===== src/rtl/fb_pkg.sv =====
// fb_pkg: shared frame-buffer definitions for the drawing pipeline.
//   color_t       - 3-bit pixel color
//   SCREEN_W/H    - default visible resolution
//   FB_ADDR_W     - default linear frame-buffer address width
//   COORD_W       - width of the x/y coordinates produced by the drawers
//   sink_state_t  - pixel_sink control states
//   pixel_t       - one queued pixel write (x, y, color)
package fb_pkg;

    localparam int SCREEN_W  = 640;
    localparam int SCREEN_H  = 480;
    localparam int FB_ADDR_W = 19;
    localparam int COORD_W   = 11;

    typedef logic [2:0] color_t;

    // RUN: accept and write pixels. DRAIN: clear requested, flushing queued
    // pixels. CLEAR: full-screen fill sweep.
    typedef enum logic [1:0] {
        RUN   = 2'd0,
        DRAIN = 2'd1,
        CLEAR = 2'd2
    } sink_state_t;

    typedef struct packed {
        logic [COORD_W-1:0] x;
        logic [COORD_W-1:0] y;
        color_t             color;
    } pixel_t;

endpackage


===== src/rtl/pixel_fifo.sv =====
// pixel_fifo: small synchronous FIFO with first-word-fall-through read data.
//   clk, reset_n  - clock, asynchronous active-low reset (empties the FIFO)
//   push, wdata   - write request and data; ignored while full
//   pop           - read request; ignored while empty
//   rdata         - head entry, valid whenever !empty
//   full, empty   - occupancy flags
module pixel_fifo #(
    parameter int DEPTH  = 4,
    parameter int DATA_W = 8
) (
    input  logic              clk,
    input  logic              reset_n,
    input  logic              push,
    input  logic [DATA_W-1:0] wdata,
    input  logic              pop,
    output logic [DATA_W-1:0] rdata,
    output logic              full,
    output logic              empty
);

    localparam int PTR_W = $clog2(DEPTH);

    // Pointers carry one extra wrap bit so full and empty are distinguishable.
    logic [PTR_W:0]    wr_ptr;
    logic [PTR_W:0]    rd_ptr;
    logic [DATA_W-1:0] mem [DEPTH];

    assign empty = (wr_ptr == rd_ptr);
    assign full  = (wr_ptr[PTR_W] != rd_ptr[PTR_W]) &&
                   (wr_ptr[PTR_W-1:0] == rd_ptr[PTR_W-1:0]);
    assign rdata = mem[rd_ptr[PTR_W-1:0]];

    // NOTE: sequential state is assigned with <= so every flop samples the
    // pre-edge values; blocking assignments here would create ordering races.
    always_ff @(posedge clk or negedge reset_n) begin
        if (!reset_n) begin
            wr_ptr <= '0;
            rd_ptr <= '0;
        end else begin
            if (push && !full) wr_ptr <= wr_ptr + (PTR_W+1)'(1);
            if (pop && !empty) rd_ptr <= rd_ptr + (PTR_W+1)'(1);
        end
    end

    // NOTE: the storage array has no reset; the pointers alone define which
    // entries are valid, and a reset-free array maps onto plain RAM/flops.
    always_ff @(posedge clk) begin
        if (push && !full) mem[wr_ptr[PTR_W-1:0]] <= wdata;
    end

endmodule


===== src/rtl/pixel_sink.sv =====
// pixel_sink: consumer end of the drawers' pixel stream.
//   clk, reset_n        - clock, asynchronous active-low reset
//   pix_valid/pix_ready - pixel handshake; x, y, color carry the pixel
//   clear_req           - one-cycle full-screen clear request
//   clear_color         - fill color, sampled with clear_req
//   fb_stall            - frame buffer busy; current write is held
//   fb_we/fb_addr/fb_data - registered frame-buffer write port
//   busy                - work queued, write pending, or clear active
//   clip_count          - saturating count of discarded off-screen pixels
// Pixels are queued in a FIFO, clipped, converted to linear addresses
// (y*WIDTH + x) and written one per cycle. A clear first drains queued
// pixels, then sweeps every address with the latched fill color.
module pixel_sink
    import fb_pkg::*;
#(
    parameter int WIDTH  = SCREEN_W,
    parameter int HEIGHT = SCREEN_H,
    parameter int DEPTH  = 4,
    parameter int ADDR_W = FB_ADDR_W
) (
    input  logic              clk,
    input  logic              reset_n,
    input  logic              pix_valid,
    output logic              pix_ready,
    input  logic [10:0]       x,
    input  logic [10:0]       y,
    input  logic [2:0]        color,
    input  logic              clear_req,
    input  logic [2:0]        clear_color,
    input  logic              fb_stall,
    output logic              fb_we,
    output logic [ADDR_W-1:0] fb_addr,
    output logic [2:0]        fb_data,
    output logic              busy,
    output logic [15:0]       clip_count
);

    localparam logic [ADDR_W-1:0] LAST_ADDR = ADDR_W'(WIDTH * HEIGHT - 1);

    sink_state_t       state;
    color_t            clr_color;
    pixel_t            in_pix;
    pixel_t            head;
    logic              fifo_full;
    logic              fifo_empty;
    logic              push;
    logic              pop;
    logic              loadable;
    logic              on_screen;
    logic [ADDR_W-1:0] x_ext;
    logic [ADDR_W-1:0] y_ext;
    logic [ADDR_W-1:0] pix_addr;

    // No pop-aware bypass: a full FIFO refuses input even if it pops this cycle.
    assign pix_ready = !fifo_full && (state == RUN);
    assign push      = pix_valid && pix_ready;
    assign in_pix    = '{x: x, y: y, color: color};

    // The output register may take a new value unless it holds a stalled write.
    assign loadable  = !fb_we || !fb_stall;
    assign pop       = (state != CLEAR) && !fifo_empty && loadable;

    assign busy      = !fifo_empty || fb_we || (state != RUN);

    pixel_fifo #(
        .DEPTH  (DEPTH),
        .DATA_W ($bits(pixel_t))
    ) u_fifo (
        .clk     (clk),
        .reset_n (reset_n),
        .push    (push),
        .wdata   (in_pix),
        .pop     (pop),
        .rdata   (head),
        .full    (fifo_full),
        .empty   (fifo_empty)
    );

    assign x_ext = ADDR_W'(head.x);
    assign y_ext = ADDR_W'(head.y);

    // NOTE: every output of a combinational block gets a value before any
    // branch, so no path can leave it unassigned and infer a latch.
    always_comb begin
        pix_addr  = '0;
        on_screen = (32'(head.x) < WIDTH) && (32'(head.y) < HEIGHT);
        if (WIDTH == 640) begin
            // y*640 = y*512 + y*128
            pix_addr = (y_ext << 9) + (y_ext << 7) + x_ext;
        end else begin
            pix_addr = y_ext * ADDR_W'(WIDTH) + x_ext;
        end
    end

    always_ff @(posedge clk or negedge reset_n) begin
        if (!reset_n) begin
            state      <= RUN;
            clr_color  <= '0;
            fb_we      <= 1'b0;
            fb_addr    <= '0;
            fb_data    <= '0;
            clip_count <= '0;
        end else begin
            case (state)
                RUN, DRAIN: begin
                    if (pop) begin
                        if (on_screen) begin
                            fb_we   <= 1'b1;
                            fb_addr <= pix_addr;
                            fb_data <= head.color;
                        end else begin
                            fb_we <= 1'b0;
                            if (clip_count != 16'hFFFF) begin
                                clip_count <= clip_count + 16'd1;
                            end
                        end
                    end else if (loadable) begin
                        fb_we <= 1'b0;
                    end

                    if (state == RUN && clear_req) begin
                        clr_color <= clear_color;
                        state     <= DRAIN;
                    end

                    // Last queued write has left the register: the first sweep
                    // write overrides the idle load above in the same edge.
                    if (state == DRAIN && fifo_empty && loadable) begin
                        state   <= CLEAR;
                        fb_we   <= 1'b1;
                        fb_addr <= '0;
                        fb_data <= clr_color;
                    end
                end

                CLEAR: begin
                    if (!fb_stall) begin
                        if (fb_addr == LAST_ADDR) begin
                            fb_we <= 1'b0;
                            state <= RUN;
                        end else begin
                            fb_addr <= fb_addr + ADDR_W'(1);
                        end
                    end
                end

                default: state <= RUN;
            endcase
        end
    end

endmodule


===== config.mk =====
export PLATFORM = sky130hd
export DESIGN_NAME = pixel_sink
export DESIGN_NICKNAME = d
export VERILOG_FILES = /design/src/rtl/fb_pkg.sv /design/src/rtl/pixel_fifo.sv /design/src/rtl/pixel_sink.sv
export SDC_FILE = /design/constraint.sdc
export NUM_CORES = 1
export LEC_CHECK = 0
export CAP_MARGIN = 20
export CORE_UTILIZATION = 57
export CTS_CLUSTER_DIAMETER = 100
export CTS_CLUSTER_SIZE = 8
export DETAILED_ROUTE_END_ITERATION = 12
export GPL_TIMING_DRIVEN = 0
export PLACE_DENSITY = 0.86
export SYNTH_ARGS = -nofsm -noshare
export SYNTH_HDL_FRONTEND = slang
export SYNTH_SLANG_ARGS = --single-unit
export TNS_END_PERCENT = 20

===== constraint.sdc =====
create_clock -name clk -period 3.9 [get_ports clk]
set_input_delay 0.975 -clock clk [delete_from_list [all_inputs] [get_ports clk]]
set_output_delay 0.975 -clock clk [all_outputs]
set_load 0.05 [all_outputs]

# == Word-level counts from Yosys, hierarchy flattened ==
# Memories as Yosys holds them, arrays and structs flattened.
# Cells that the tools add are included.
# classes
n_addsub,6
mul,0
div,0
n_lt_le_gt_ge,2
eq_ne,15
shift,0
mux,23
bitwise,1
n_reduce_logical,30
# op_table
op,count
$mux 19,5
$pmux 19 s2,1
$add 19x1->19 const B,1
$add 19x11->19,1
$add 19x18->19,1
$eq 19x19->1 const B,1
$add 16x1->16 const B,1
$ne 16x16->1 const B,1
$logic_and 1x1->1,11
$lt 11x10->1 const B,1
$lt 11x9->1 const B,1
$mux 3,3
$mux 1,8
$mux 2,4
$ne 2x2->1 const B,4
$reduce_and 4->1,2
$reduce_bool 2->1,4
$add 3x1->3 const B,2
$ne 3x3->1 const B,2
$reduce_and 3->1,2
$reduce_and 5->1,1
$logic_not 1->1,4
$ne 4x3->1 const B,1
$pmux 2 s2,1
12 further kinds,14
# totals
reg_bits,50
latch_bits,0
ram_bits,100
romBits,0
inputBits,33
elab_cells,86
n_memories,1
# memory_table
memory,depth,word_bits,read_ports,rd_clocked_by_memory_dff,write_ports,line,rtl
u_fifo.mem,4,25,1,0,1,pixel_fifo.sv:26,logic [DATA_W-1:0] mem [DEPTH];

# == Longest topological paths before layout ==
# logic_depth
word_depth,8
mapped_depth,14
ltp_nobuf,11

# == Cells and area by module ==
# Synthesis repeated with hierarchy kept, for this count alone.
# hier_totals
hier_cells,515
area_unflattened_um2,7215.7
# by_module_without_submodules
mod,n_inst,cells_each,area_each_um2
pixel_fifo,1,179,4129.0
pixel_sink,1,336,3086.7

# == Least setup slack after synthesis ==
# OpenSTA, ideal clock, no wires.
# synth_timing
kind,register to register
from,reg u_fifo.rd_ptr[0]
to,reg fb_addr[16]
setup_time_ps,130
arrival_time_ps,3342
t_required_ps,3770
slack_ps,429
stages_incl_launch_ff,14
path_buffers,3
period_less_slack_ps,3471
path_cell_list,dfrtp_1 > buf_6 > buf_8 > buf_2 > mux4_2 > inv_1 > fa_1 > fa_1 > nor2b_1 > o2111ai_1 > a31oi_1 > nor4_1 > nor3_1 > o22ai_1
# synth_between
elab_chain_cells,7
word_cells_on_any_way,19
# synth_rtl
element,line,rtl
"start, declared",pixel_fifo.sv:25,logic [PTR_W:0] rd_ptr;
"start signal, assigned",pixel_fifo.sv:41,if (pop && !empty) rd_ptr <= rd_ptr + (PTR_W+1)'(1);
$mem_v2 4x25,n/a,
$add 19x18->19,pixel_sink.sv:89,pix_addr = (y_ext << 9) + (y_ext << 7) + x_ext;
$add 19x11->19,pixel_sink.sv:89,
$mux 19,pixel_sink.sv:107,if (on_screen) begin
$mux 19,pixel_sink.sv:106,if (pop) begin
$mux 19,pixel_sink.sv:128,if (state == DRAIN && fifo_empty && loadable) begin
$pmux 19 s2,pixel_sink.sv:104,case (state)
"end signal, assigned",pixel_sink.sv:109,fb_addr <= pix_addr;
"end signal, assigned",pixel_sink.sv:142,fb_addr <= fb_addr + ADDR_W'(1);
"end, declared",pixel_sink.sv:32,"output logic [ADDR_W-1:0] fb_addr,"
# Several ways; a longest one is shown, not always the timed one. The select of a mux whose other input is x is not followed.
# A chain may end at the register's enable or synchronous reset.

# == Final worst setup path ==
# Ends and elaborated chain as after synthesis.

==> summary.txt <==
Power
  • Tot Pwr: 8.52 mW
  • Peak VDD IR: 0.000430 V
  • Ratio of total power to cell area: 978 mW/mm^2
  • Cell leakage power: 3.19 nW

STA
  • RSZ-0062 raised after global routing: true
  • Share of the cycle needed by the critical path after routing: 95.7%
  • Worst slew margin: 26.5%
  • Transition time of the tightest slew-check pin: 1.09 ns
  • Worst clock skew: 0.00778 ns
  • Final count of negative-setup-slack endpoints: 0
  • Minimum clock period: 3.73 ns
  • Hold WS: 0.490 ns
  • Pins over their slew limit: 0
  • Max Clock Freq: 268 MHz
  • Hold Vio Cnt, Final: 0

CTS
  • Deepest clock path buffer count: 2
  • Clock transition at the register clock pins on the worst setup and hold paths after CTS: 0.06 ns
  • Clock tree root buffer cell: sky130_fd_sc_hd__clkbuf_16
  • H-Tree Level Count: 4
  • CTS sink count: 150
  • Clock tree from TritonCTS: built
  • Clock insertion delay at the later pin of the skew report: 0.43 ns
  • Post-CTS Setup Bufs: 0
  • Inserted Clock Buffers: 17
  • Cts hold-fix bufs: 0

Worst setup path
  • Class of the most critical setup path: flip-flop to flip-flop
  • Startpoint type of the worst setup path: flip-flop
  • Maximum cell stage delay along the critical path: 0.54 ns
  • Endpoint arrival time on the critical path: 4.03 ns
  • Critical path, cell by cell: buf_6, buf_8, buf_6, mux4_2, inv_1, fa_1, fa_1, nor2b_1, o2111ai_2, a31oi_2, nor4_1, nor3_1, o22ai_1
  • Slowest cell on the critical path: sky130_fd_sc_hd__mux4_2
  • Data required time at the worst endpoint: 4.20 ns
  • Worst Setup End Kind: flip-flop
  • Cell family with the largest share of critical-path delay: adder cells
  • Maximum fanout count along the critical path: 10
  • Buffers and inverters on the worst path: 4

Floorplanning
  • Standard cell core area: 0.0121 mm^2
  • I/O pin total: 74
  • Die Width: 113 um
  • Die Ht: 113 um
  • Initial core utilization: 58.6%
  • Std-Cell Rows: 40
  • Die outline area: 0.0128 mm^2

Layout
  • Area used by multi-input combinational logic: 0.00263 mm^2
  • Fill cell instance count of the final layout: 795
  • N_diodes: 0
  • Layout net count: 667
  • Most common cell after layout, fill and taps aside: sky130_fd_sc_hd__edfxtp_1
  • Footprint of the flip-flops and latches: 0.00425 mm^2
  • Fraction of final layout cells sized beyond drive strength 1: 14.1%
  • Most used cells in the layout excluding fill and tap cells: sky130_fd_sc_hd__edfxtp_1 (100), sky130_fd_sc_hd__clkdlybuf4s50_1 (70), sky130_fd_sc_hd__dfrtp_1 (50), sky130_fd_sc_hd__nor2_1 (29), sky130_fd_sc_hd__ha_1 (26)
  • Area added between synthesis and finish: 23.3%

Detailed routing
  • Vias: 4844
  • Violation count after the first detailed-route iteration: 495
  • Number of routed nets with antenna violations: 0
  • Wire length per cell: 20.2 um
  • Detailed-route DRC error count: 0
  • Total Routed Length: 15900 um
  • First-pass iteration count of the detailed router: 5
  • Vias per Instance: 6.16

Synth
  • Number of warnings issued by yosys: 0
  • Largest cells by area after synthesis: sky130_fd_sc_hd__edfxtp_1 (43%), sky130_fd_sc_hd__dfrtp_1 (18%), sky130_fd_sc_hd__mux4_2 (8.0%)
  • Async set or reset register ratio after synthesis: 33.3%
  • Post-synthesis instance area: 0.00707 mm^2
  • Netlist cell types: 57
  • Register bit count reported by yosys: 150
  • Post-synthesis net count: 571
  • Yosys top cell by area: sky130_fd_sc_hd__edfxtp_1
  • Gate count after technology mapping: 509
  • Most used DFF post-synth: sky130_fd_sc_hd__edfxtp_1
  • Count of flip-flops with a built-in enable after synthesis: 100
  • Share of Yosys cell area claimed by the top area cell type: 42.5%
  • Mean post-synth cell area: 13.9 um^2
  • Sequential-to-total area share from yosys stat: 60.2%

Placed design
  • Final weighted congestion in routability-driven placement: 0.927
  • DPL Wire Length: 11400 um
  • IO Port Bufs: 73

GRT
  • Pin count of the biggest net entering global routing: 32
  • Global-route usage over all layers: 26.8%
  • Global-route wire length before repair: 25500 um
  • Remaining Overflow, GRT: 0
  • Vias in the first global route: 4926
  • Initial antenna violation count: 0

Run status
  • Run status: complete, no violations

Flow run
  • Maximum Capacitance Violations: 0

Hold path
  • Worst hold path type: flip-flop to flip-flop
-- path summary, 6_finish.rpt --
kind                       cells after the start          endpoint              from  slack, ns
min reg2reg                                    1  u_fifo.wr_ptr[2]  u_fifo.wr_ptr[2]       0.49
min                                            1  u_fifo.wr_ptr[2]  u_fifo.wr_ptr[2]       0.49
min in group asynchronous                      1       fb_addr[17]           reset_n       0.52
max reg2reg                                   13       fb_addr[16]  u_fifo.rd_ptr[0]       0.17
max in group asynchronous                      2      clr_color[0]           reset_n       2.84
max                                           13       fb_addr[16]  u_fifo.rd_ptr[0]       0.17
-- kinds of logic (layout without fill, tap and decap cells) --
kind of cell	Yosys count	after routing	share of synthesized area [%]
simple gates	132	132	9.92
fa+ha+maj	29	29	5.45
xor+xnor	30	30	3.72
flops	150	150	60.2
mux	36	36	9.72
compound gates	90	90	8.18
buf+inv	42	151	2.80
-- metal layers --
layer	vias to the layer above	part of all wire (%)	GRT usage [%]
met1	2411	40	34.8
met3	39	6.9	5.84
met2	232	50	43.8
met5	-	0	0
li1	2162	-	-
met4	0	2.7	11.8
-- cell usage after synthesis (all sizes together) (8+ instances only) --
master,number
a21oi,24
and3,10
buf,13
clkbuf,10
dfrtp,50
edfxtp,100
ha,26
inv,19
mux2,11
mux4,25
nand2,21
nand3,13
nand4,17
nor2,31
nor3,14
o21ai,26
xnor2,22
xor2,8
-- sequential cells by signal, indices dropped and copies added (netlist names) --
name / flops
clr_color: 3
fb_we: 1
clip_count: 16
u_fifo.rd_ptr: 3
u_fifo.mem: 100
u_fifo.wr_ptr: 3
fb_data: 3
fb_addr: 19
state: 2
-- what timing repair did --
action,in CTS,in global routing
hold endpoints to repair,0,0
setup endpoints to repair,8,5
gates resized for setup,2,6
pin swaps,0,0
-- stage by stage --
step / setup WS (ns) / utilization, % / std cells / cell area (um^2) / TNS [ns]
floorplan: 0.429 / - / 509 / 7070 / 0
global placement: -0.194 / 66.4 / 750 / 8010 / -0.529
detailed placement: -0.273 / 67.2 / 755 / 8110 / -0.889
CTS: 0.0171 / 72.0 / 786 / 8680 / 0
global route: -0.0306 / 72.2 / 786 / 8710 / -0.0348
finish: 0.167 / 72.2 / 786 / 8710 / 0
-- report_power, final --
part           total (mW)  internal, mW  switching, mW
clock                1.59         0.942          0.651
sequential           2.30          2.03          0.273
combinational        4.62          1.88           2.74
-- area by class of cell --
type / instances / area share (%)
inverters: 19 / 0.819
flip-flops and latches: 150 / 48.8
clock inverters: 14 / 1.71
plain buffers: 22 / 1.51
clock buffers: 18 / 4.93
repair buffers: 78 / 9.55
well taps: 168 / 2.41
multi-input cells: 317 / 30.2
(Power assumes the default switching activity.)
